$ cat src/rtl/lcd_row_streamer_if.sv
// Bundle of the row-buffer read port, the start/busy/done handshake and the LCD SPI pins.
// master is the streamer; slave is the row writer, buffer and panel side.
interface lcd_row_streamer_if #(
    parameter int DATA_WDTH = 8,
    parameter int COL_BITS  = 9
);
    logic                 start;
    logic                 busy;
    logic                 done;
    logic [COL_BITS-1:0]  addrb;
    logic [DATA_WDTH-1:0] doutb;
    logic                 lcd_cs_n;
    logic                 lcd_sclk;
    logic                 lcd_mosi;
    logic                 lcd_dc;

    modport master (
        input  start, doutb,
        output busy, done, addrb, lcd_cs_n, lcd_sclk, lcd_mosi, lcd_dc
    );

    modport slave (
        output start, doutb,
        input  busy, done, addrb, lcd_cs_n, lcd_sclk, lcd_mosi, lcd_dc
    );
endinterface

$ cat src/rtl/lcd_row_streamer.sv
// Streams one row of the row buffer to the LCD over a write-only SPI link
// (mode 0, MSB first, DC high for pixel data), one buffer byte per address.
module lcd_row_streamer #(
    parameter int DATA_WDTH = 8,
    parameter int COL       = 480,
    parameter int COL_BITS  = 9,
    parameter int CLK_DIV   = 2
) (
    input  logic               clk,
    input  logic               rst_n,
    lcd_row_streamer_if.master bus
);
    localparam int DIV_W = (CLK_DIV > 1) ? $clog2(CLK_DIV) : 1;
    localparam int BIT_W = (DATA_WDTH > 1) ? $clog2(DATA_WDTH) : 1;
    localparam logic [DIV_W-1:0]    DIV_LAST  = DIV_W'(CLK_DIV - 1);
    localparam logic [BIT_W-1:0]    BIT_LAST  = BIT_W'(DATA_WDTH - 1);
    localparam logic [COL_BITS-1:0] ADDR_LAST = COL_BITS'(COL - 1);

    typedef enum logic [2:0] {
        ST_IDLE   = 3'd0,
        ST_FETCH  = 3'd1,
        ST_LOAD   = 3'd2,
        ST_SHIFT  = 3'd3,
        ST_FINISH = 3'd4
    } state_e;

    state_e               state_q, state_d;
    logic [COL_BITS-1:0]  addrb_q, addrb_d;
    logic [DATA_WDTH-1:0] shreg_q, shreg_d;
    logic [BIT_W-1:0]     bit_cnt_q, bit_cnt_d;
    logic [DIV_W-1:0]     div_q, div_d;
    logic                 busy_q, busy_d;
    logic                 done_q, done_d;
    logic                 cs_n_q, cs_n_d;
    logic                 sclk_q, sclk_d;
    logic                 mosi_q, mosi_d;
    logic                 dc_q, dc_d;

    logic                 div_tc_s;
    logic                 sclk_fall_s;
    logic                 last_fall_s;

    // Divider terminal count and the falling SCLK edge that closes the last bit of a byte.
    always_comb begin
        div_tc_s    = (div_q == DIV_LAST);
        sclk_fall_s = (state_q == ST_SHIFT) && div_tc_s && sclk_q;
        last_fall_s = sclk_fall_s && (bit_cnt_q == BIT_LAST);
    end

    // State and datapath registers; reset also releases chip select at once.
    always_ff @(posedge clk or negedge rst_n) begin
        if (!rst_n) begin
            state_q   <= ST_IDLE;
            addrb_q   <= {COL_BITS{1'b0}};
            shreg_q   <= {DATA_WDTH{1'b0}};
            bit_cnt_q <= {BIT_W{1'b0}};
            div_q     <= {DIV_W{1'b0}};
            busy_q    <= 1'b0;
            done_q    <= 1'b0;
            cs_n_q    <= 1'b1;
            sclk_q    <= 1'b0;
            mosi_q    <= 1'b0;
            dc_q      <= 1'b0;
        end else begin
            state_q   <= state_d;
            addrb_q   <= addrb_d;
            shreg_q   <= shreg_d;
            bit_cnt_q <= bit_cnt_d;
            div_q     <= div_d;
            busy_q    <= busy_d;
            done_q    <= done_d;
            cs_n_q    <= cs_n_d;
            sclk_q    <= sclk_d;
            mosi_q    <= mosi_d;
            dc_q      <= dc_d;
        end
    end

    // Next-state logic.
    always_comb begin
        state_d = state_q;
        case (state_q)
            ST_IDLE: begin
                if (bus.start) begin
                    state_d = ST_FETCH;
                end else begin
                    state_d = ST_IDLE;
                end
            end
            ST_FETCH: state_d = ST_LOAD;
            ST_LOAD:  state_d = ST_SHIFT;
            ST_SHIFT: begin
                if (last_fall_s) begin
                    if (addrb_q == ADDR_LAST) begin
                        state_d = ST_FINISH;
                    end else begin
                        state_d = ST_FETCH;
                    end
                end else begin
                    state_d = ST_SHIFT;
                end
            end
            ST_FINISH: state_d = ST_IDLE;
            default:   state_d = ST_IDLE;
        endcase
    end

    // Output and datapath logic; done is a one-cycle pulse, everything else holds unless changed.
    always_comb begin
        addrb_d   = addrb_q;
        shreg_d   = shreg_q;
        bit_cnt_d = bit_cnt_q;
        div_d     = div_q;
        busy_d    = busy_q;
        done_d    = 1'b0;
        cs_n_d    = cs_n_q;
        sclk_d    = sclk_q;
        mosi_d    = mosi_q;
        dc_d      = dc_q;
        case (state_q)
            ST_IDLE: begin
                if (bus.start) begin
                    addrb_d = {COL_BITS{1'b0}};
                    cs_n_d  = 1'b0;
                    dc_d    = 1'b1;
                    busy_d  = 1'b1;
                end else begin
                    busy_d  = busy_q;
                end
            end
            ST_FETCH: begin
                addrb_d = addrb_q;
            end
            ST_LOAD: begin
                shreg_d   = bus.doutb;
                mosi_d    = bus.doutb[DATA_WDTH-1];
                bit_cnt_d = {BIT_W{1'b0}};
                div_d     = {DIV_W{1'b0}};
            end
            ST_SHIFT: begin
                if (div_tc_s) begin
                    div_d  = {DIV_W{1'b0}};
                    sclk_d = ~sclk_q;
                    if (sclk_q) begin
                        // The final fall leaves MOSI alone and advances the address unless the row is done.
                        if (bit_cnt_q == BIT_LAST) begin
                            if (addrb_q != ADDR_LAST) begin
                                addrb_d = addrb_q + COL_BITS'(1);
                            end else begin
                                addrb_d = addrb_q;
                            end
                        end else begin
                            shreg_d   = shreg_q << 1'b1;
                            mosi_d    = shreg_d[DATA_WDTH-1];
                            bit_cnt_d = bit_cnt_q + BIT_W'(1);
                        end
                    end else begin
                        mosi_d = mosi_q;
                    end
                end else begin
                    div_d = div_q + DIV_W'(1);
                end
            end
            ST_FINISH: begin
                cs_n_d = 1'b1;
                dc_d   = 1'b0;
                busy_d = 1'b0;
                done_d = 1'b1;
            end
            default: begin
                busy_d = busy_q;
            end
        endcase
    end

    assign bus.busy     = busy_q;
    assign bus.done     = done_q;
    assign bus.addrb    = addrb_q;
    assign bus.lcd_cs_n = cs_n_q;
    assign bus.lcd_sclk = sclk_q;
    assign bus.lcd_mosi = mosi_q;
    assign bus.lcd_dc   = dc_q;
endmodule

$ cat src/flat_wrapper.sv
// flat-port wrapper written by rule: the top's interface ports become plain ports
module lcd_row_streamer_flat 
#(
    parameter int DATA_WDTH = 8,
    parameter int COL       = 480,
    parameter int COL_BITS  = 9,
    parameter int CLK_DIV   = 2
)
  (clk, rst_n, bus_start, bus_doutb, bus_busy, bus_done, bus_addrb, bus_lcd_cs_n, bus_lcd_sclk, bus_lcd_mosi, bus_lcd_dc);
  lcd_row_streamer_if #(.DATA_WDTH(DATA_WDTH), .COL_BITS(COL_BITS)) bus_i ();
  input  logic clk;
  input  logic rst_n;
  input wire logic [$bits(bus_i.start)-1:0] bus_start;
  input wire logic [$bits(bus_i.doutb)-1:0] bus_doutb;
  output wire logic [$bits(bus_i.busy)-1:0] bus_busy;
  output wire logic [$bits(bus_i.done)-1:0] bus_done;
  output wire logic [$bits(bus_i.addrb)-1:0] bus_addrb;
  output wire logic [$bits(bus_i.lcd_cs_n)-1:0] bus_lcd_cs_n;
  output wire logic [$bits(bus_i.lcd_sclk)-1:0] bus_lcd_sclk;
  output wire logic [$bits(bus_i.lcd_mosi)-1:0] bus_lcd_mosi;
  output wire logic [$bits(bus_i.lcd_dc)-1:0] bus_lcd_dc;
  assign bus_i.start = bus_start;
  assign bus_i.doutb = bus_doutb;
  assign bus_busy = bus_i.busy;
  assign bus_done = bus_i.done;
  assign bus_addrb = bus_i.addrb;
  assign bus_lcd_cs_n = bus_i.lcd_cs_n;
  assign bus_lcd_sclk = bus_i.lcd_sclk;
  assign bus_lcd_mosi = bus_i.lcd_mosi;
  assign bus_lcd_dc = bus_i.lcd_dc;
  lcd_row_streamer #(.DATA_WDTH(DATA_WDTH), .COL(COL), .COL_BITS(COL_BITS), .CLK_DIV(CLK_DIV)) u_core (.clk(clk), .rst_n(rst_n), .bus(bus_i));
endmodule
$ cat config.mk
export PLATFORM = sky130hd
export DESIGN_NAME = lcd_row_streamer_flat
export DESIGN_NICKNAME = d
export VERILOG_FILES = /design/src/rtl/lcd_row_streamer_if.sv /design/src/rtl/lcd_row_streamer.sv /design/src/flat_wrapper.sv
export SDC_FILE = /design/constraint.sdc
export NUM_CORES = 1
export LEC_CHECK = 0
export BUFFER_PORTS_ARGS = -buffer_cell sky130_fd_sc_hd__clkbuf_2
export CORE_MARGIN = 5
export CORE_UTILIZATION = 54
export CTS_CLUSTER_SIZE = 30
export DETAILED_ROUTE_END_ITERATION = 8
export HOLD_SLACK_MARGIN = 0.12
export PLACE_DENSITY_LB_ADDON = 0.2
export SYNTH_ARGS = -nofsm -noshare
export SYNTH_HDL_FRONTEND = slang
export SYNTH_SLANG_ARGS = --single-unit
$ cat constraint.sdc
create_clock -name clk -period 2.7 [get_ports clk]
set_input_delay 0.135 -clock clk [delete_from_list [all_inputs] [get_ports clk]]
set_output_delay 0.135 -clock clk [all_outputs]
set_load 0.02 [all_outputs]
# After elaboration in Yosys (flattened, before gate mapping)
# Cells that the tools add are included.
[totals]
rom_bits = 0
ramBits = 0
output_inout_bits = 15
reg_bits = 28
word_cells = 67
n_memories = 0
latchBits = 0
inputBits = 11
[op_classes]
n_div = 0
reduce_logical = 11
mux = 29
n_shift = 0
eq_ne = 13
multipliers = 0
bitwise = 1
order_cmp = 0
n_addsub = 3
[op_table]
columns = ["cell", "count"]
rows = [
  ["9-bit two-way mux", 5],
  ["7-bit two-way mux", 3],
  ["9-bit one-hot mux with 2 select lines", 1],
  ["3-bit two-way mux", 5],
  ["7-bit one-hot mux with 2 select lines", 1],
  ["3-bit one-hot mux with 4 select lines", 1],
  ["9-bit by 1-bit adder with 9-bit output (second input constant)", 1],
  ["9-bit == test (second input constant)", 1],
  ["9-bit inequality test (second input constant)", 1],
  ["1-bit two-way mux", 8],
  ["2-bit inequality test (second input constant)", 4],
  ["1-bit one-hot mux with 2 select lines", 4],
  ["3-bit by 2-bit == test with 1-bit output (second input constant)", 2],
  ["3-bit == test (second input constant)", 2],
  ["3-bit one-hot mux with 2 select lines", 1],
  ["6-bit AND reduction", 1],
  ["2-bit nonzero test", 3],
  ["2-bit by 1-bit inequality test with 1-bit output (second input constant)", 2],
  ["2-bit AND reduction", 2],
  ["4-bit AND reduction", 1],
  ["3-bit by 1-bit adder with 3-bit output (second input constant)", 1],
  ["3-bit by 1-bit == test with 1-bit output (second input constant)", 1],
  ["1-bit logical AND", 3],
  ["3-bit zero test", 1],
  ["other kinds (2)", 2],
]

# Logic depth before layout (Yosys ltp)
# Gate-level depths: netlist of run 1.
[depth]
depth_word = 6
mapped_depth = 7
mapped_depth_nobuf = 6

# Worst setup path before layout of run 1
# Ideal clock, no wire load.
[synth_timing]
path_kind = "register to register"
startpoint = "register u_core.state_q[0]"
endpoint = "register u_core.addrb_q[0], in the netlist u_core.bus.addrb[0]"
setup_slack_ps = 737
t_required_ps = 2575
period_less_slack_ps = 1963
path_stages_with_launch = 6
setup_time_ps = 125
arrival_time_ps = 1838
path_buffers = 1
path_cell_list = "dfrtp_1 -> or3b_4 -> a221o_1 -> clkbuf_1 -> nor2_1 -> mux2_2"
[synth_via]
elab_chain_len = 3
word_cells_on_any_way = 10
cone_classes = "eq/ne (6); mux (1); reduce/logical (3)"
[synth_lines]
columns = ["element", "line_no", "text"]
rows = [
  ["start, declared", "lcd_row_streamer.sv:27", "state_e state_q, state_d;"],
  ["start signal, assigned", "lcd_row_streamer.sv:65", "state_q <= state_d;"],
  ["3-bit by 2-bit == test with 1-bit output / 3-bit zero test (equally long branches)", "lcd_row_streamer.sv:120", "case (state_q)"],
  ["2-bit inequality test (no line), or another cell as far along", "--", ""],
  ["6-bit AND reduction (no line)", "--", ""],
  ["end signal, assigned", "lcd_row_streamer.sv:54", "addrb_q <= {COL_BITS{1'b0}};"],
  ["end signal, assigned", "lcd_row_streamer.sv:66", "addrb_q <= addrb_d;"],
  ["end, declared", "lcd_row_streamer.sv:28", "logic [COL_BITS-1:0] addrb_q, addrb_d;"],
]
# Several ways; a longest one is shown, not always the timed one.
# A chain may end at the register's enable or synchronous reset.

# Worst setup path after layout of run 1
[layout_timing]
startpoint = "register u_core.state_q[0]"
endpoint = "register u_core.addrb_q[3], in the netlist u_core.bus.addrb[3]"
# The elaborated chain is that of the path after synthesis.

==> results by group, run 1 <==
Route
  • Final ANT Viol Nets: 0
  • DRC errors left: 0
  • 1st-pass router iterations: 4
  • WL final: 2.92 mm
  • Post-DR vias/cell: 5.86
  • Wirelength per Cell: 14.9 um
  • Detailed-route via count: 1148
  • DR iter-0 viols: 41

Global routing
  • Vias in the first global route: 1143
  • Largest net degree at the start of global routing: 29
  • GRT Residual Overflow: 0
  • Initial antenna violation count: 0
  • All-layer global routing usage: 0.182
  • First-pass GRT wire length: 4.90 mm

Timing
  • Fin Clk Skew: 0.0247 ns
  • Worst Tran Pin Value: 0.680 ns
  • Final setup vio count: 0
  • Worst rel slew slack: 0.547
  • Minimum clock period: 2.19 ns
  • Final hold viol count: 0
  • Slew Limit Fails: 0
  • Period utilization: 0.812
  • Highest clock rate: 0.456 GHz
  • Final setup TNS: 0 ns
  • RSZ-0062 raised after global routing: false

Layout
  • Nets: 181
  • Design Area, Final: 1630 um^2
  • Non-Filler Instances: 196
  • Layout fillers: 199
  • Area Overhead vs Synth: 19.2%
  • Layout cells sized above 1: 0.211
  • # diodes: 0

Worst setup path
  • Worst Path Max Fanout: 17
  • Critical path type: register to register
  • Slowest cell delay on critical path: 0.56 ns
  • Worst path cell trace: or3b_4, a221o_1, or4_1, a21oi_1
  • Startpoint types: register
  • Slowest CP cell: or4_1
  • Crit path max-delay family: simple AND/OR/NAND/NOR gates
  • Worst EP arrival: 2.46 ns
  • CP Capture Type: register
  • CP bufs+invs: 0
  • CP required: 2.97 ns

Clocking
  • Clk sink count: 28
  • CTS Root Cell: clkbuf_4
  • Clk_lat worst skew: 0.33 ns
  • Clock slew at reported path FFs: 0.16 ns
  • Post-CTS sizing: 0
  • Cts hold-fix bufs: 8
  • Num CTS Buffers: 3
  • Setup Fix Bufs, Post-CTS: 0
  • CTS tree: done
  • Worst-case clock buffer depth: 2
  • CTS H-tree lvls: 1

Synth
  • Post-synthesis sequential area ratio: 0.514
  • Share of flip-flops with an asynchronous set or reset: 1.00
  • Top post-synthesis cells by area: dfrtp_1 49%, mux2i_1 5.1%, nand2_1 4.7%
  • Net Count, Synth: 146
  • Synth top area share: 0.495
  • Top_reg_cell synth: dfrtp_1
  • Synth cell types: 32
  • Cell count after synthesis: 132
  • Area leader, netlist: dfrtp_1
  • Dominant cell by count in the synthesized netlist: dfrtp_1
  • EDFF count, synth: 0
  • Mean post-synth cell area: 10.3 um^2
  • Mapped cell area: 1370 um^2
  • Post-synth top cells: 27 x dfrtp_1, 17 x nand2_1, 10 x o21ai_0
  • Post-synthesis sequential element count: 28
  • Total number of yosys warnings: 0

Power
  • P_leak: 0.772 nW
  • Max VDD drop: 0.316 mV
  • Power Dens Cells: 415 nW/um^2
  • Total Power: 0.676 mW

Floorplan
  • Die Area: 3630 um^2
  • Core area: 2450 um^2
  • Cell Rows: 18
  • # IOs: 26
  • Starting Density: 0.556
  • Die Width: 60.3 um
  • Die Y: 60.3 um

Placement
  • Placed inst area: 1510 um^2
  • Post-DP HPWL: 1.98 mm
  • RePlAce Congestion: 0.797
  • Placed Cells: 183
  • # port buffers: 25

Min path
  • HP Class: input port to register

Flow run
  • MaxCap Viol Count: 0

Status
  • Status: completed
[cells by family after synthesis]
| family | share of synthesized area |
|---|---|
| AOI/OAI and AO/OA | 0.151 |
| and+or+nand+nor | 0.213 |
| muxes | 0.0678 |
| buffers and inverters | 0.0202 |
| DFF | 0.514 |
| xor gates and xnor gates | 0.00642 |
| adders and majority gates | 0.0275 |
[state kept, by name (all words and copies together), names as in the netlist, 3 cells and up]
name,count
u_core.bus.addrb,9
u_core.state_q,3
u_core.bit_cnt_q,3
u_core.shreg_q,7
[path summary, 6_finish.rpt]
kind                                         from                   to  slack [ns]  cells past startpoint
worst min register to register  u_core.shreg_q[3]    u_core.shreg_q[3]        0.50                      2
worst max-delay path            u_core.state_q[0]  u_core.bus.addrb[3]        0.51                      4
worst max register to register  u_core.state_q[0]  u_core.bus.addrb[3]        0.51                      4
max in group asynchronous                   rst_n    u_core.shreg_q[4]        1.89                      2
worst min-delay path                 bus_doutb[6]    u_core.shreg_q[6]        0.12                      3
min in group asynchronous                   rst_n  u_core.bus.addrb[8]        0.34                      2
[worst register-to-register path: stages, from the launching register on]
cell and delay [ns]:
dfrtp_1 0.49, or3b_4 0.45, a221o_1 0.50, or4_1 0.57, a21oi_1 0.16
[stage by stage]
| step | worst slack [ns] | util | hold slack, ns |
|---|---|---|---|
| 2_1_floorplan | 0.737 | - | -0.161 |
| 3_3_place_gp | 0.599 | 0.616 | 0.202 |
| 3_5_place_dp | 0.516 | 0.616 | 0.207 |
| 4_1_cts | 0.512 | 0.659 | 0.121 |
| 5_1_grt | 0.365 | 0.663 | 0.132 |
| 6_report | 0.508 | 0.663 | 0.121 |
[layout by cell type (no fill, tap or decap), drive strengths merged, types with 5 or more instances in the layout]
cell	instances
dfrtp	27
nand2	17
dlygate4sd3	9
a21oi	8
nor2	5
o21ai	10
nand3	5
clkbuf	29
o31ai	8
or4	7
mux2i	7
[layout make-up]
type	instances	area, um^2	area share
clock buffer	4	26.3	0.0161
inverter	1	3.75	0.00231
multi-input combinational	98	636	0.390
sequential	28	702	0.431
tap	30	37.5	0.0231
timing repair buffer	35	223	0.137
[power by group]
group	leakage, nW	switching (mW)	total [mW]	internal [mW]
sequential	0.324	0.0105	0.439	0.429
clock	0.0150	0.122	0.179	0.0578
combinational	0.432	0.0307	0.0572	0.0265
total	0.772	0.163	0.676	0.513
[routing by layer]
| metal | global-route usage | wire, um |
|---|---|---|
| met5 | 0 | 0 |
| met4 | 0.0854 | 23 |
| met3 | 0.0346 | 173 |
| met2 | 0.293 | 1400 |
| met1 | 0.234 | 1320 |
Power figures use the tool's default switching activity.
==> run 2, diff against run 1 <==
clock period = 2.19 ns   (was 2.7 ns; I/O delays follow)
==> run 2 against run 1 <==
Worst setup slack worse by 0.42 ns. Clock-buffer cell count shrank 1. Sequential cell count stayed put. Critical endpoint is now u_core.bus.addrb[6]. Sequential share of layout area down 2.2 points. Combinational power grew 26%. Core utilization rose by 3.7 points. Total power grew 41%. First-iteration DRC count grew 51%. Clock power is 89% higher. Via count increased by 2.7%. Fmax up 4.3%. Wire length rose by 6.1%.
==> results by group, run 2 (synthesis results as in run 1) <==
Global routing
  • GRT Residual Overflow: 0 (unchanged)
  • Vias in the first global route: 1064 (-6.9%)
  • Largest net degree at the start of global routing: 29 (unchanged)
  • All-layer global routing usage: 0.179 (-0.00262)
  • Initial antenna violation count: 0 (unchanged)
  • First-pass GRT wire length: 4.80 mm (-2.0%)

Timing
  • Worst rel slew slack: 0.552 (+0.00547)
  • Highest clock rate: 0.476 GHz (+4.3%)
  • Final hold viol count: 0 (unchanged)
  • Worst Tran Pin Value: 0.672 ns (-0.00821 ns)
  • Final setup vio count: 0 (unchanged)
  • Fin Clk Skew: 0.00630 ns (-0.0184 ns)
  • Period utilization: 0.960 (+0.148)
  • Minimum clock period: 2.10 ns (-0.0895 ns)
  • Slew Limit Fails: 0 (unchanged)
  • Final setup TNS: 0 ns (unchanged)
  • RSZ-0062 raised after global routing: false
  • PnR worst setup slack: 0.0876 ns (-0.421 ns)

Worst setup path
  • Slowest cell delay on critical path: 0.53 ns (-0.03 ns)
  • CP bufs+invs: 0 (unchanged)
  • CP Capture Type: register
  • Startpoint types: register
  • R2R Path Start: u_core.state_q[1]
  • Worst Path Max Fanout: 7 (-10)
  • Slowest CP cell: or4_1
  • CP required: 2.45 ns (-0.52 ns)
  • Worst path cell trace: or3b_4, a221o_4, or4_1, a21oi_1
  • Worst Setup SP: u_core.state_q[1]
  • Worst EP arrival: 2.36 ns (-0.10 ns)
  • Critical path type: register to register
  • Crit path max-delay family: simple AND/OR/NAND/NOR gates

Power
  • Max VDD drop: 0.449 mV (+42%)
  • Total Power: 0.952 mW (+41%)
  • Power Dens Cells: 554 nW/um^2 (+34%)
  • P_leak: 0.808 nW (+4.7%)

Min path
  • HP Class: input port to asynchronous set/reset pin

Clocking
  • CTS tree: done
  • Clk sink count: 28 (unchanged)
  • CTS Root Cell: clkbuf_4
  • CTS H-tree lvls: 1 (unchanged)
  • Worst-case clock buffer depth: 2 (unchanged)
  • Clk_lat worst skew: 0.33 ns (about the same)
  • Clock slew at reported path FFs: 0.15 ns (about the same)
  • Num CTS Buffers: 3 (unchanged)

Route
  • Wirelength per Cell: 15.3 um (+2.9%)
  • DR iter-0 viols: 62 (+51%)
  • Post-DR vias/cell: 5.84 (-0.35%)
  • WL final: 3.10 mm (+6.1%)
  • Final ANT Viol Nets: 0 (unchanged)
  • 1st-pass router iterations: 4 (unchanged)
  • Detailed-route via count: 1179 (+2.7%)
  • DRC errors left: 0 (unchanged)

Placement
  • RePlAce Congestion: 0.779 (-2.3%)
  • Placed inst area: 1520 um^2 (+0.50%)
  • # port buffers: 25 (unchanged)
  • DP Worst Slack: 0.0157 ns (-0.500 ns)
  • Post-DP HPWL: 2.04 mm (+2.7%)

Floorplan
  • Die Width: 60.3 um (unchanged)
  • Cell Rows: 18 (unchanged)
  • Die Y: 60.3 um (unchanged)
  • Starting Density: 0.556 (unchanged)
  • Core area: 2450 um^2 (unchanged)
  • Die Area: 3630 um^2 (unchanged)
  • # IOs: 26 (unchanged)

Layout
  • Nets: 187 (+3.3%)
  • Commonest cells after routing, fill and taps aside: 26 x dfrtp_1, 25 x clkbuf_2, 17 x nand2_1, 10 x o21ai_0, 10 x dlygate4sd3_1
  • Max reg flops: 9 (unchanged)
  • # diodes: 0 (unchanged)
  • Most common cell after layout, fill and taps aside: dfrtp_1
  • Area Overhead vs Synth: 25.8%
  • Design Area, Final: 1720 um^2 (+5.5%)
  • Layout cells sized above 1: 0.250 (+0.0392)

Status
  • Status: completed

Flow run
  • MaxCap Viol Count: 0 (unchanged)
run 2: worst paths after layout:
kind / end / slack (ns) / cells after the start
setup / recovery: u_core.bus.addrb[6] / 0.09 / 4
hold / removal: u_core.div_q / 0.33 / 2
setup reg to reg: u_core.bus.addrb[6] / 0.09 / 4
hold reg to reg: u_core.shreg_q[4] / 0.51 / 2
max in group asynchronous: u_core.state_q[1] / 1.40 / 2
min in group clk: u_core.shreg_q[4] / 0.51 / 2
run 2: area by class of cell:
class | count | area, um^2
inverters | 1 | 3.75
clock buffers | 3 | 22.5
clock inverters | 1 | 30.0
fillers | 187 | 737
well taps | 30 | 37.5
repair buffers | 40 | 263
flip-flops and latches | 28 | 703
multi-input cells | 99 | 658
run 2: repair_timing:
action	in CTS	in global routing
cloned	0	1
endpoints found under the hold margin	36	0
setup endpoints to repair	2	4
setup buffers	0	3
hold buffers	10	0
gates resized for setup	1	2
pin swaps	0	1
run 2: routing by layer:
layer  global-route usage  vias to the layer above  wire length (um)
met5                    0                        -                 0
met4               0.0665                        0                35
met3               0.0259                        4               183
met2                0.296                       39              1450
met1                0.237                      561              1430
li1                     -                      575                 -
run 2: stage by stage:
stage / utilization / hold WS, ns / std cells
after floorplan: - / -0.186 / 132
after detailed placement: 0.619 / 0.179 / 184
after global routing: 0.700 / 0.379 / 202
final: 0.700 / 0.328 / 202
after global placement: 0.619 / 0.177 / 184
after CTS: 0.681 / 0.353 / 198
run 2: where the power goes:
group          internal, mW  leakage [nW]  switching (mW)  total (mW)
Clock                 0.185        0.0279           0.153       0.338
Combinational        0.0338         0.456          0.0384      0.0722
Sequential            0.528         0.324          0.0133       0.542
Total                 0.747         0.808           0.205       0.952
==> run 3, diff against run 2 <==
GPL_TIMING_DRIVEN = 0   (was not set)
==> run 3 against run 2 <==
Die area is the same. Critical path depth up 1. Combinational power up 1%. Fmax is essentially flat. Design area decreased by 1.5%. Critical path type unchanged. Largest cell class unchanged.
==> results by group, run 3 (synthesis results as in run 1) <==
Route
  • Final ANT Viol Nets: 0 (unchanged)
  • Detailed-route via count: 1177 (-0.17%)
  • WL final: 3.04 mm (-1.8%)
  • DR iter-0 viols: 46 (-26%)
  • Wirelength per Cell: 15.0 um (-2.3%)
  • 1st-pass router iterations: 4 (unchanged)
  • DRC errors left: 0 (unchanged)
  • Post-DR vias/cell: 5.80 (-0.66%)

Worst setup path
  • R2R Path Start: u_core.state_q[1]
  • Worst EP arrival: 2.33 ns (-0.03 ns)
  • FF-to-FF End: u_core.bus.addrb[0]
  • Slowest CP cell: dfrtp_1
  • Crit path max-delay family: simple AND/OR/NAND/NOR gates
  • CP required: 2.42 ns (-0.03 ns)
  • Reg2Reg Depth: 5 (+1)
  • CP Capture Type: register
  • CP bufs+invs: 1 (+1)
  • Startpoint types: register
  • R2R setup slack: 0.09 ns (about the same)
  • Worst Path Max Fanout: 10 (+3)
  • Worst path cell trace: or3b_4, a221o_2, buf_2, nor2_1, mux2_2
  • Slowest cell delay on critical path: 0.48 ns (-0.05 ns)
  • Critical path type: register to register

Layout
  • Nets: 188 (+0.53%)
  • # diodes: 0 (unchanged)
  • Final core utilization: 0.689 (-0.0107)
  • Layout cells sized above 1: 0.243 (-0.00723)
  • Design Area, Final: 1690 um^2 (-1.5%)
  • Most common cell after layout, fill and taps aside: dfrtp_1
  • Commonest cells after routing, fill and taps aside: 26 x dfrtp_1, 25 x clkbuf_2, 17 x nand2_1, 10 x o21ai_0, 10 x dlygate4sd3_1
  • Area Overhead vs Synth: 23.9%
  • Max reg flops: 9 (unchanged)

Power
  • Clock power frac: 0.290 (-0.065)
  • Psw: 0.201 mW (-1.8%)
  • Power Dens Cells: 511 nW/um^2 (-7.7%)
  • Internal: 0.664 mW (-11%)
  • Flop pwr share: 0.626 (+0.057)
  • Logic pwr share: 0.084 (+0.008)
  • Switching share of power: 0.232 (+0.0174)
  • P_leak: 0.801 nW (-0.87%)
  • Max VDD drop: 0.600 mV (+34%)

Status
  • Status: completed

Min path
  • HP Class: input port to asynchronous set/reset pin

Timing
  • Slew Limit Fails: 0 (unchanged)
  • Final setup vio count: 0 (unchanged)
  • Minimum clock period: 2.10 ns (-0.00199 ns)
  • RSZ-0062 raised after global routing: false
  • Highest clock rate: 0.476 GHz (about the same)
  • Final hold viol count: 0 (unchanged)
  • Fin Clk Skew: 0.00531 ns (-0.000983 ns)
  • Worst Tran Pin Value: 0.657 ns (-0.0151 ns)
  • Worst rel slew slack: 0.562 (+0.0101)
  • PnR worst setup slack: 0.0896 ns (+0.00199 ns)
  • Period utilization: 0.959 (about the same)

Clocking
  • Worst-case clock buffer depth: 2 (unchanged)
  • Clk sink count: 28 (unchanged)
  • Clock slew at reported path FFs: 0.15 ns (about the same)
  • CTS H-tree lvls: 1 (unchanged)
  • Num CTS Buffers: 3 (unchanged)
  • CTS Root Cell: clkbuf_4
  • CTS tree: done
  • Clk_lat worst skew: 0.33 ns (about the same)

Global routing
  • Largest net degree at the start of global routing: 29 (unchanged)
  • Vias in the first global route: 1154 (+8.5%)
  • Initial antenna violation count: 0 (unchanged)
  • GRT Residual Overflow: 0 (unchanged)
  • All-layer global routing usage: 0.184 (+0.00434)
  • First-pass GRT wire length: 5.05 mm (+5.2%)

Placement
  • DP Worst Slack: -0.0185 ns (-0.0342 ns)
  • Post-DP HPWL: 2.10 mm (+3.2%)
  • # port buffers: 25 (unchanged)
  • Placed inst area: 1530 um^2 (+0.58%)
  • RePlAce Congestion: 0.890 (+14%)

Floorplan
  • # IOs: 26 (unchanged)
  • Core area: 2450 um^2 (unchanged)
  • Starting Density: 0.556 (unchanged)
  • Die Width: 60.3 um (unchanged)
  • Cell Rows: 18 (unchanged)
  • Die Area: 3630 um^2 (unchanged)
  • Die Y: 60.3 um (unchanged)

Flow run
  • MaxCap Viol Count: 0 (unchanged)
==> run 3: repair_timing <==
item,4_1_cts,5_1_grt
setup buffers,0,2
hold buffers,10,0
hold endpoints to repair,36,0
resized for setup,2,3
pin swaps,0,0
endpoints found under the setup margin,1,6
==> run 3: worst max path at each step <==
stage	from	depth (start not counted)	slack (ns)	to
floorplan	u_core.state_q[0]	5	0.23	u_core.bus.addrb[0]
global placement	u_core.state_q[0]	5	0.03	u_core.bus.addrb[0]
detailed placement	u_core.state_q[0]	5	-0.02	u_core.bus.addrb[0]
CTS	u_core.state_q[0]	5	0.01	u_core.bus.addrb[0]
global route	u_core.bus.addrb[0]	6	0.005	u_core.bus.addrb[0]
finish	u_core.state_q[1]	5	0.09	u_core.bus.addrb[0]
==> run 3: final cells by class <==
type / count / area, um^2
tap: 30 / 37.5
buffer: 5 / 25.0
fill: 183 / 763
multi-input combinational: 98 / 646
timing repair buffer: 37 / 240
inverter: 1 / 3.75
clock buffer: 4 / 36.3
sequential: 28 / 703
==> run 3: layer usage <==
layer  track usage  part of all wire  vias up
met5             0                 0        -
met4        0.0285            0.0043        0
met3        0.0389             0.044        2
met2         0.329              0.50       24
met1         0.229              0.45      576
li1              -                 -      575
==> run 3: through the flow <==
| step | instances | power, mW | hold WS (ns) | TNS, ns |
|---|---|---|---|---|
| floorplan | 132 | 0.577 | -0.186 | 0 |
| CTS | 201 | 0.873 | 0.352 | 0 |
| global route | 203 | 0.898 | 0.374 | 0 |
| finish | 203 | 0.865 | 0.320 | 0 |
| global placement | 187 | 0.607 | 0.178 | 0 |
| detailed placement | 187 | 0.610 | 0.183 | -0.0185 |
==> run 3: power groups by stage <==
stage / logic [mW] / registers (mW) / clock network, mW
global placement: 0.0573 / 0.550 / 0
floorplan: 0.0193 / 0.557 / 0
global route: 0.0810 / 0.544 / 0.273
finish: 0.0730 / 0.542 / 0.250
CTS: 0.0739 / 0.541 / 0.258
detailed placement: 0.0592 / 0.551 / 0
